`src/rtl/fetch_unit_pkg.sv`:
```
// Shared types and constants for the instruction fetch slice.
package fetch_unit_pkg;

    localparam int unsigned XLEN = 32;

    localparam logic [31:0] NOP = 32'h0000_0013;

    // Major opcodes already consumed by immediate decode
    localparam logic [6:0] OPC_LUI    = 7'b0110111;
    localparam logic [6:0] OPC_AUIPC  = 7'b0010111;
    localparam logic [6:0] OPC_JAL    = 7'b1101111;
    localparam logic [6:0] OPC_JALR   = 7'b1100111;
    localparam logic [6:0] OPC_BRANCH = 7'b1100011;
    localparam logic [6:0] OPC_LOAD   = 7'b0000011;
    localparam logic [6:0] OPC_STORE  = 7'b0100011;
    localparam logic [6:0] OPC_OP_IMM = 7'b0010011;

    typedef enum logic [1:0] {
        ST_BOOT = 2'd0,
        ST_RUN  = 2'd1,
        ST_HALT = 2'd2
    } fetch_state_t;

    typedef struct packed {
        logic [XLEN-1:0] inst;
        logic [XLEN-1:0] pc;
    } fetch_entry_t;

    function automatic logic misaligned(input logic [1:0] lsb);
        return lsb != 2'b00;
    endfunction

endpackage

```
`src/rtl/fetch_unit_if.sv`:
```
// Instruction memory request/response bus.
interface fetch_unit_if;
    logic        imem_req;
    logic [31:0] imem_addr;
    logic        imem_gnt;
    logic        imem_rvalid;
    logic [31:0] imem_rdata;

    modport master (output imem_req, imem_addr, input imem_gnt, imem_rvalid, imem_rdata);
    modport slave  (input imem_req, imem_addr, output imem_gnt, imem_rvalid, imem_rdata);
endinterface

```
`src/rtl/fetch_fifo.sv`:
```
// Small circular FIFO with flush; head is visible combinationally.
module fetch_fifo #(
    parameter int unsigned DEPTH = 2,
    parameter int unsigned WIDTH = 64,
    localparam int unsigned CW = $clog2(DEPTH + 1)
) (
    input  logic             clk,
    input  logic             rst_n,
    input  logic             push,
    input  logic [WIDTH-1:0] din,
    input  logic             pop,
    input  logic             flush,
    output logic [WIDTH-1:0] dout,
    output logic [CW-1:0]    count
);
    localparam int unsigned AW = (DEPTH > 1) ? $clog2(DEPTH) : 1;

    logic [WIDTH-1:0] mem [DEPTH];
    logic [AW-1:0]    wr_ptr;
    logic [AW-1:0]    rd_ptr;
    logic             do_push;
    logic             do_pop;

    function automatic logic [AW-1:0] nxt(input logic [AW-1:0] p);
        return (p == AW'(DEPTH - 1)) ? '0 : p + AW'(1);
    endfunction

    assign do_pop  = pop && (count != '0);
    assign do_push = push && ((count != CW'(DEPTH)) || do_pop);
    assign dout    = mem[rd_ptr];

    always_ff @(posedge clk) begin
        if (!rst_n) begin
            for (int unsigned i = 0; i < DEPTH; i++) mem[i] <= '0;
            wr_ptr <= '0;
            rd_ptr <= '0;
            count  <= '0;
        end else if (flush) begin
            wr_ptr <= '0;
            rd_ptr <= '0;
            count  <= '0;
        end else begin
            if (do_push) begin
                mem[wr_ptr] <= din;
                wr_ptr      <= nxt(wr_ptr);
            end
            if (do_pop) rd_ptr <= nxt(rd_ptr);
            count <= count + CW'(do_push) - CW'(do_pop);
        end
    end

endmodule

```
`src/rtl/fetch_unit.sv`:
```
// Instruction fetch: issues sequential word fetches, queues responses for decode,
// and squashes in-flight responses on redirect.
module fetch_unit
    import fetch_unit_pkg::*;
#(
    parameter logic [31:0] RESET_PC = 32'h0000_0000,
    parameter int unsigned DEPTH    = 2
) (
    input  logic                clk,
    input  logic                rst_n,
    fetch_unit_if.master        imem,
    input  logic                redirect,
    input  logic [31:0]         redirect_pc,
    output logic                inst_valid,
    output logic [31:0]         inst,
    output logic [31:0]         inst_pc,
    input  logic                inst_ready,
    output logic                fetch_err
);
    localparam int unsigned CW = $clog2(DEPTH + 1);
    localparam int unsigned LW = CW + 1;

    fetch_state_t  state;
    logic [31:0]   pc;
    logic [CW-1:0] outstanding;
    logic [CW-1:0] drop;
    logic [CW-1:0] q_count;
    logic [CW-1:0] out_next;
    logic          rsp_ok;
    logic          grant;
    logic          push;
    logic          pop;
    logic          flush;
    fetch_entry_t  push_entry;
    fetch_entry_t  head;

    assign imem.imem_req  = (state == ST_RUN) && !redirect &&
                            ((LW'(q_count) + LW'(outstanding)) < LW'(DEPTH));
    assign imem.imem_addr = pc;

    assign rsp_ok   = imem.imem_rvalid && (outstanding != '0);
    assign grant    = imem.imem_req && imem.imem_gnt;
    assign out_next = outstanding + CW'(grant) - CW'(rsp_ok);
    assign flush    = (state == ST_RUN) && redirect;
    assign push     = rsp_ok && (state == ST_RUN) && !redirect && (drop == '0);
    assign pop      = inst_valid && inst_ready && !redirect;

    // Non-dropped requests are contiguous and end just below pc
    assign push_entry.inst = imem.imem_rdata;
    assign push_entry.pc   = pc - (32'(outstanding) << 2);

    fetch_fifo #(
        .DEPTH (DEPTH),
        .WIDTH ($bits(fetch_entry_t))
    ) u_fifo (
        .clk   (clk),
        .rst_n (rst_n),
        .push  (push),
        .din   (push_entry),
        .pop   (pop),
        .flush (flush),
        .dout  (head),
        .count (q_count)
    );

    assign inst_valid = (q_count != '0);
    assign inst       = head.inst;
    assign inst_pc    = head.pc;

    always_ff @(posedge clk) begin
        if (!rst_n) begin
            state       <= ST_BOOT;
            pc          <= RESET_PC;
            outstanding <= '0;
            drop        <= '0;
            fetch_err   <= 1'b0;
        end else begin
            outstanding <= out_next;
            if (grant) pc <= pc + 32'd4;
            if ((drop != '0) && rsp_ok) drop <= drop - CW'(1);
            case (state)
                ST_BOOT: state <= ST_RUN;
                ST_RUN: begin
                    if (redirect) begin
                        drop <= out_next;
                        if (misaligned(redirect_pc[1:0])) begin
                            state     <= ST_HALT;
                            fetch_err <= 1'b1;
                        end else begin
                            pc <= redirect_pc;
                        end
                    end
                end
                ST_HALT: state <= ST_HALT;
                default: state <= ST_BOOT;
            endcase
        end
    end

endmodule

```
`src/flat_wrapper.sv`:
```
// flat-port wrapper written by rule: the top's interface ports become plain ports
module fetch_unit_flat import fetch_unit_pkg::*;
#(
    parameter logic [31:0] RESET_PC = 32'h0000_0000,
    parameter int unsigned DEPTH    = 2
)
  (clk, rst_n, redirect, redirect_pc, inst_valid, inst, inst_pc, inst_ready, fetch_err, imem_imem_req, imem_imem_addr, imem_imem_gnt, imem_imem_rvalid, imem_imem_rdata);
  fetch_unit_if imem_i ();
  input  logic clk;
  input  logic rst_n;
  input  logic redirect;
  input  logic [31:0] redirect_pc;
  output logic inst_valid;
  output logic [31:0] inst;
  output logic [31:0] inst_pc;
  input  logic inst_ready;
  output logic fetch_err;
  output wire logic [$bits(imem_i.imem_req)-1:0] imem_imem_req;
  output wire logic [$bits(imem_i.imem_addr)-1:0] imem_imem_addr;
  input wire logic [$bits(imem_i.imem_gnt)-1:0] imem_imem_gnt;
  input wire logic [$bits(imem_i.imem_rvalid)-1:0] imem_imem_rvalid;
  input wire logic [$bits(imem_i.imem_rdata)-1:0] imem_imem_rdata;
  assign imem_imem_req = imem_i.imem_req;
  assign imem_imem_addr = imem_i.imem_addr;
  assign imem_i.imem_gnt = imem_imem_gnt;
  assign imem_i.imem_rvalid = imem_imem_rvalid;
  assign imem_i.imem_rdata = imem_imem_rdata;
  fetch_unit #(.RESET_PC(RESET_PC), .DEPTH(DEPTH)) u_core (.clk(clk), .rst_n(rst_n), .imem(imem_i), .redirect(redirect), .redirect_pc(redirect_pc), .inst_valid(inst_valid), .inst(inst), .inst_pc(inst_pc), .inst_ready(inst_ready), .fetch_err(fetch_err));
endmodule
```
`config.mk`:
```
export PLATFORM = sky130hd
export DESIGN_NAME = fetch_unit_flat
export DESIGN_NICKNAME = d
export VERILOG_FILES = /design/src/rtl/fetch_unit_pkg.sv /design/src/rtl/fetch_unit_if.sv /design/src/rtl/fetch_fifo.sv /design/src/rtl/fetch_unit.sv /design/src/flat_wrapper.sv
export SDC_FILE = /design/constraint.sdc
export NUM_CORES = 1
export LEC_CHECK = 0
export CAP_MARGIN = 10
export CORE_UTILIZATION = 40
export CTS_CLUSTER_SIZE = 20
export DETAILED_ROUTE_END_ITERATION = 6
export PLACE_DENSITY = 0.65
export SYNTH_ARGS = -nofsm -noshare
export SYNTH_HDL_FRONTEND = slang
export SYNTH_SLANG_ARGS = --single-unit
```
`constraint.sdc`:
```
create_clock -name clk -period 13.55 [get_ports clk]
set_clock_uncertainty 0.15 [all_clocks]
set_input_delay 4.065 -clock clk [delete_from_list [all_inputs] [get_ports clk]]
set_output_delay 4.065 -clock clk [all_outputs]
set_load 0.03 [all_outputs]
```
==> summary.txt <==
GLOBAL ROUTE
-------------------------------------------------------------------------------------
Number of antenna violations at the first check in global routing                   0
Number of global-route vias before repair                                       5,556
Global-route wire length before repair                                        29.5 mm
GRT overflow                                                                        0
Global-route total usage across every layer                                     17.8%
Largest net degree at the start of global routing                                  65

PWR
-------------------------------------------------------------------------------------
Proportion of power drawn by flip-flops and latches                             42.3%
Share of power burned in the clock network                                      32.3%
Static Leakage                                                             0.00381 µW
VDD IR max                                                                  0.0940 mV
Switching fraction of total power                                               30.6%
Ratio of total power to cell area                                          136 mW/mm²
Proportion of power drawn by combinational gates                                25.4%
Sw power                                                                       451 µW
Internal portion of total power                                               1020 µW
Final Total Pwr                                                               1480 µW

TIMING
-------------------------------------------------------------------------------------
Final Hold Violating Endpoints                                                      0
Setup repair after global routing missed its margin                                no
Worst-margin pin slew                                                          923 ps
Total of endpoints with negative setup slack in the final report                    0
Clock period minus final worst setup slack                                  10,480 ps
Worst hold-check slack                                                         318 ps
Worst relative slew slack                                                       38.5%
Fin Setup TNS                                                                    0 ps
Fmax                                                                         95.4 MHz
Number of slew-limit violations in the final report                                 0
Final worst-path cycle share                                                    77.3%

WORST SETUP PATH
-------------------------------------------------------------------------------------
Worst-path cell with the longest stage delay                             sky130_fd_sc_hd__or4b_1
Top cell by count, worst path                                            sky130_fd_sc_hd__clkdlybuf4s50_1
Largest stage delay, worst path                                                810 ps
Critical path capture point type                                          output port
Crit-path leading delay family                                           buffers and inverters
List of cells traversed by the critical path                             clkdlybuf4s50_1, or4b_1, inv_2, clkdlybuf4s50_1
Type of the worst setup path                                                in -> out
Setup slack, reg-to-reg                                                     10,520 ps
Worst endpoint data arrival time                                              6270 ps
Required time at the worst-slack endpoint                                     9340 ps
Largest driver fanout on the critical path                                          6
Nature of the critical path startpoint                                      input pin
Buf/Inv on CP                                                                       3

FLOORPLAN
-------------------------------------------------------------------------------------
Site Rows                                                                          52
Number of top-level design ports                                                  169
Placeable core region                                                      0.0204 mm²
Horiz. Die Dim                                                                 147 µm
Chip height                                                                    147 µm
Die area                                                                   0.0216 mm²
Initial core utilization                                                        41.2%

YOSYS
-------------------------------------------------------------------------------------
Mean Syn Cell Area                                                           11.7 µm²
Syn Std Cell Area                                                         0.00842 mm²
Unique masters post-synth                                                          50
Syn. warnings                                                                       0
Largest cells by area after synthesis                                    sky130_fd_sc_hd__edfxtp_1 (46%), sky130_fd_sc_hd__dfxtp_1 (10%), sky130_fd_sc_hd__mux2_2 (8.6%)
Proportion of synthesized flip-flops having asynchronous set or reset              0%
Sequential fraction of the synthesis area                                       56.1%
Leading area contributor after synthesis                                 sky130_fd_sc_hd__edfxtp_1
Area share of the largest cell type after synthesis                             45.6%
#FFs+latches synth                                                                172
Syn Nets                                                                          804
Number of instances in the synthesized netlist                                    723
Prevailing post-synth register cell                                      sky130_fd_sc_hd__edfxtp_1
EDFF count, synth                                                                 128

CLOCKING
-------------------------------------------------------------------------------------
Cts-stage hold buffer count                                                         0
TritonCTS clock tree                                                             done
Number of CTS-inserted buffers                                                     17
Clk root buf                                                             sky130_fd_sc_hd__clkbuf_16
Clock Pin Slew Worst Setup and Hold Paths                                       70 ps
Max clock buf depth                                                                 2
Insertion delay of the later-clocked pin in the worst-skew pair                430 ps
Post-CTS Repair Setup Buffers                                                       0
Htree depth                                                                         4
Quantity of gates resized following cts                                             0
Number of clock sinks                                                             172

ROUTING
-------------------------------------------------------------------------------------
Antenna-violating nets left                                                         0
DR pass1 iterations                                                                 5
Vias per std cell                                                                4.99
Vias after detailed routing                                                     5,732
Routed wire length                                                            18.6 mm
Routed wire per std cell                                                      16.2 µm
Drc violations                                                                      0
1st-iter DRT viols                                                                259

PLACE
-------------------------------------------------------------------------------------
Post-placement cell area                                                   0.0103 mm²
I/O Buffers                                                                       168
Placer congestion estimate                                                      0.813
Number of placed instances, taps included                                       1,116
Half-perimeter wire length after detailed placement                           12.3 mm

CELLS AND AREA
-------------------------------------------------------------------------------------
Number of antenna diodes                                                            0
Fraction of layout cells with a size suffix above 1                             14.6%
Fin cells                                                                       1,148
Total number of nets in the final design                                          946
Final instance area                                                        0.0109 mm²
Most frequent standard cell in the layout excluding fill and tap cells   sky130_fd_sc_hd__clkdlybuf4s50_1
Most used cells in the layout excluding fill and tap cells               sky130_fd_sc_hd__clkdlybuf4s50_1 (168), sky130_fd_sc_hd__edfxtp_1 (128), sky130_fd_sc_hd__nor2_1 (88), sky130_fd_sc_hd__and2_1 (71), sky130_fd_sc_hd__mux2_2 (64)
Fillcell total                                                                  1,811
Combined flip-flop and latch cell area                                    0.00473 mm²
Combined area of the multi-input logic cells                              0.00344 mm²
Layout-stage area growth over the synthesis result                              29.0%

STATUS
-------------------------------------------------------------------------------------
Outcome                                                                  finished, final reports clean

RUN
-------------------------------------------------------------------------------------
# Max-Cap Violations                                                                0

WORST HOLD PATH
-------------------------------------------------------------------------------------
Type of the worst min-delay path                                           reg -> reg

[sequential cells by signal, summed over array words and instances (netlist names), named ones only]
name / count
u_core.fetch_err: 1
u_core.outstanding: 2
u_core.u_fifo.wr_ptr: 1
u_core.u_fifo.count: 2
u_core.u_fifo.mem: 128
u_core.drop: 2
u_core.state: 2
u_core.u_fifo.rd_ptr: 1
u_core.imem.imem_addr: 32
[cells in the mapped netlist, types with 3 or more instances]
cell type,n
sky130_fd_sc_hd__a21oi_1,24
sky130_fd_sc_hd__nand4b_1,7
sky130_fd_sc_hd__ha_1,9
sky130_fd_sc_hd__nand3b_1,4
sky130_fd_sc_hd__o21ai_0,28
sky130_fd_sc_hd__nor4_2,7
sky130_fd_sc_hd__and3_1,9
sky130_fd_sc_hd__edfxtp_1,128
sky130_fd_sc_hd__nor2_1,88
sky130_fd_sc_hd__nand3_1,15
sky130_fd_sc_hd__xnor2_1,27
sky130_fd_sc_hd__nor4_1,5
sky130_fd_sc_hd__xor2_1,35
sky130_fd_sc_hd__nor3_1,6
sky130_fd_sc_hd__dfxtp_1,44
sky130_fd_sc_hd__buf_1,3
sky130_fd_sc_hd__inv_1,14
sky130_fd_sc_hd__clkbuf_1,32
sky130_fd_sc_hd__nand4_1,8
sky130_fd_sc_hd__or3_1,4
sky130_fd_sc_hd__buf_4,3
sky130_fd_sc_hd__a211oi_1,7
sky130_fd_sc_hd__buf_2,11
sky130_fd_sc_hd__nor2b_1,3
sky130_fd_sc_hd__and2_1,71
sky130_fd_sc_hd__nand2_1,32
sky130_fd_sc_hd__or4_1,4
sky130_fd_sc_hd__mux2_2,64
[worst min-delay path, stage by stage, from the launching register on]
cell and delay (ps):
sky130_fd_sc_hd__dfxtp_1 310, sky130_fd_sc_hd__nand3_1 60, sky130_fd_sc_hd__a21oi_1 50
[through the flow]
stage,utilization [%],worst slack [ps]
CTS,53.2,3050
global route,53.2,2990
global placement,50.4,3100
floorplan,-,4410
finish,53.2,3070
detailed placement,50.4,3060
[metal layers]
metal  global-route usage [%]  share of wire, %  up-vias
met5                        0                 0        -
met4                     5.62               1.3        0
met3                     4.25               6.3       17
met2                     28.3                47      189
met1                     23.8                46     2690
li1                         -                 -     2836
[logic make-up (layout without fill, tap and decap cells)]
family,Yosys count,after routing,share of synthesized area [%]
AND/OR/NAND/NOR,282,282,19.4
multiplexers,64,64,8.56
flip-flops,172,172,56.1
XOR/XNOR,62,62,6.45
adder cells (fa/ha/maj),11,11,1.81
buffers and inverters,67,222,3.48
AO/OA/AOI/OAI,65,65,4.25
[power groups by stage]
stage	combinational, µW	clock (µW)	sequential [µW]
6_report	374	476	624
5_1_grt	411	507	629
4_1_cts	378	485	624
3_5_place_dp	376	0	636
3_3_place_gp	372	0	635
2_1_floorplan	255	0	639
[path summary, 6_finish.rpt]
kind,cells past startpoint,start,end
max,4,redirect,imem_imem_req
min,2,u_core.state[1]$_SDFFE_PN0P_,u_core.state[1]$_SDFFE_PN0P_
max reg2reg,7,u_core.state[1]$_SDFFE_PN0P_,u_core.u_fifo.mem[0][47]$_SDFFCE_PN0P_
min reg2reg,2,u_core.state[1]$_SDFFE_PN0P_,u_core.state[1]$_SDFFE_PN0P_
[final cells by class]
type                            count  share of cell area [%]
Inverter                           15                   0.518
Multi-Input combinational cell    484                    31.6
Tap cell                          270                    3.11
Sequential cell                   172                    43.5
Clock buffer                       17                    3.92
Clock inverter                     15                    1.36
Timing Repair Buffer              175                    16.0
No activity file was read; power rests on OpenSTA's default activity.
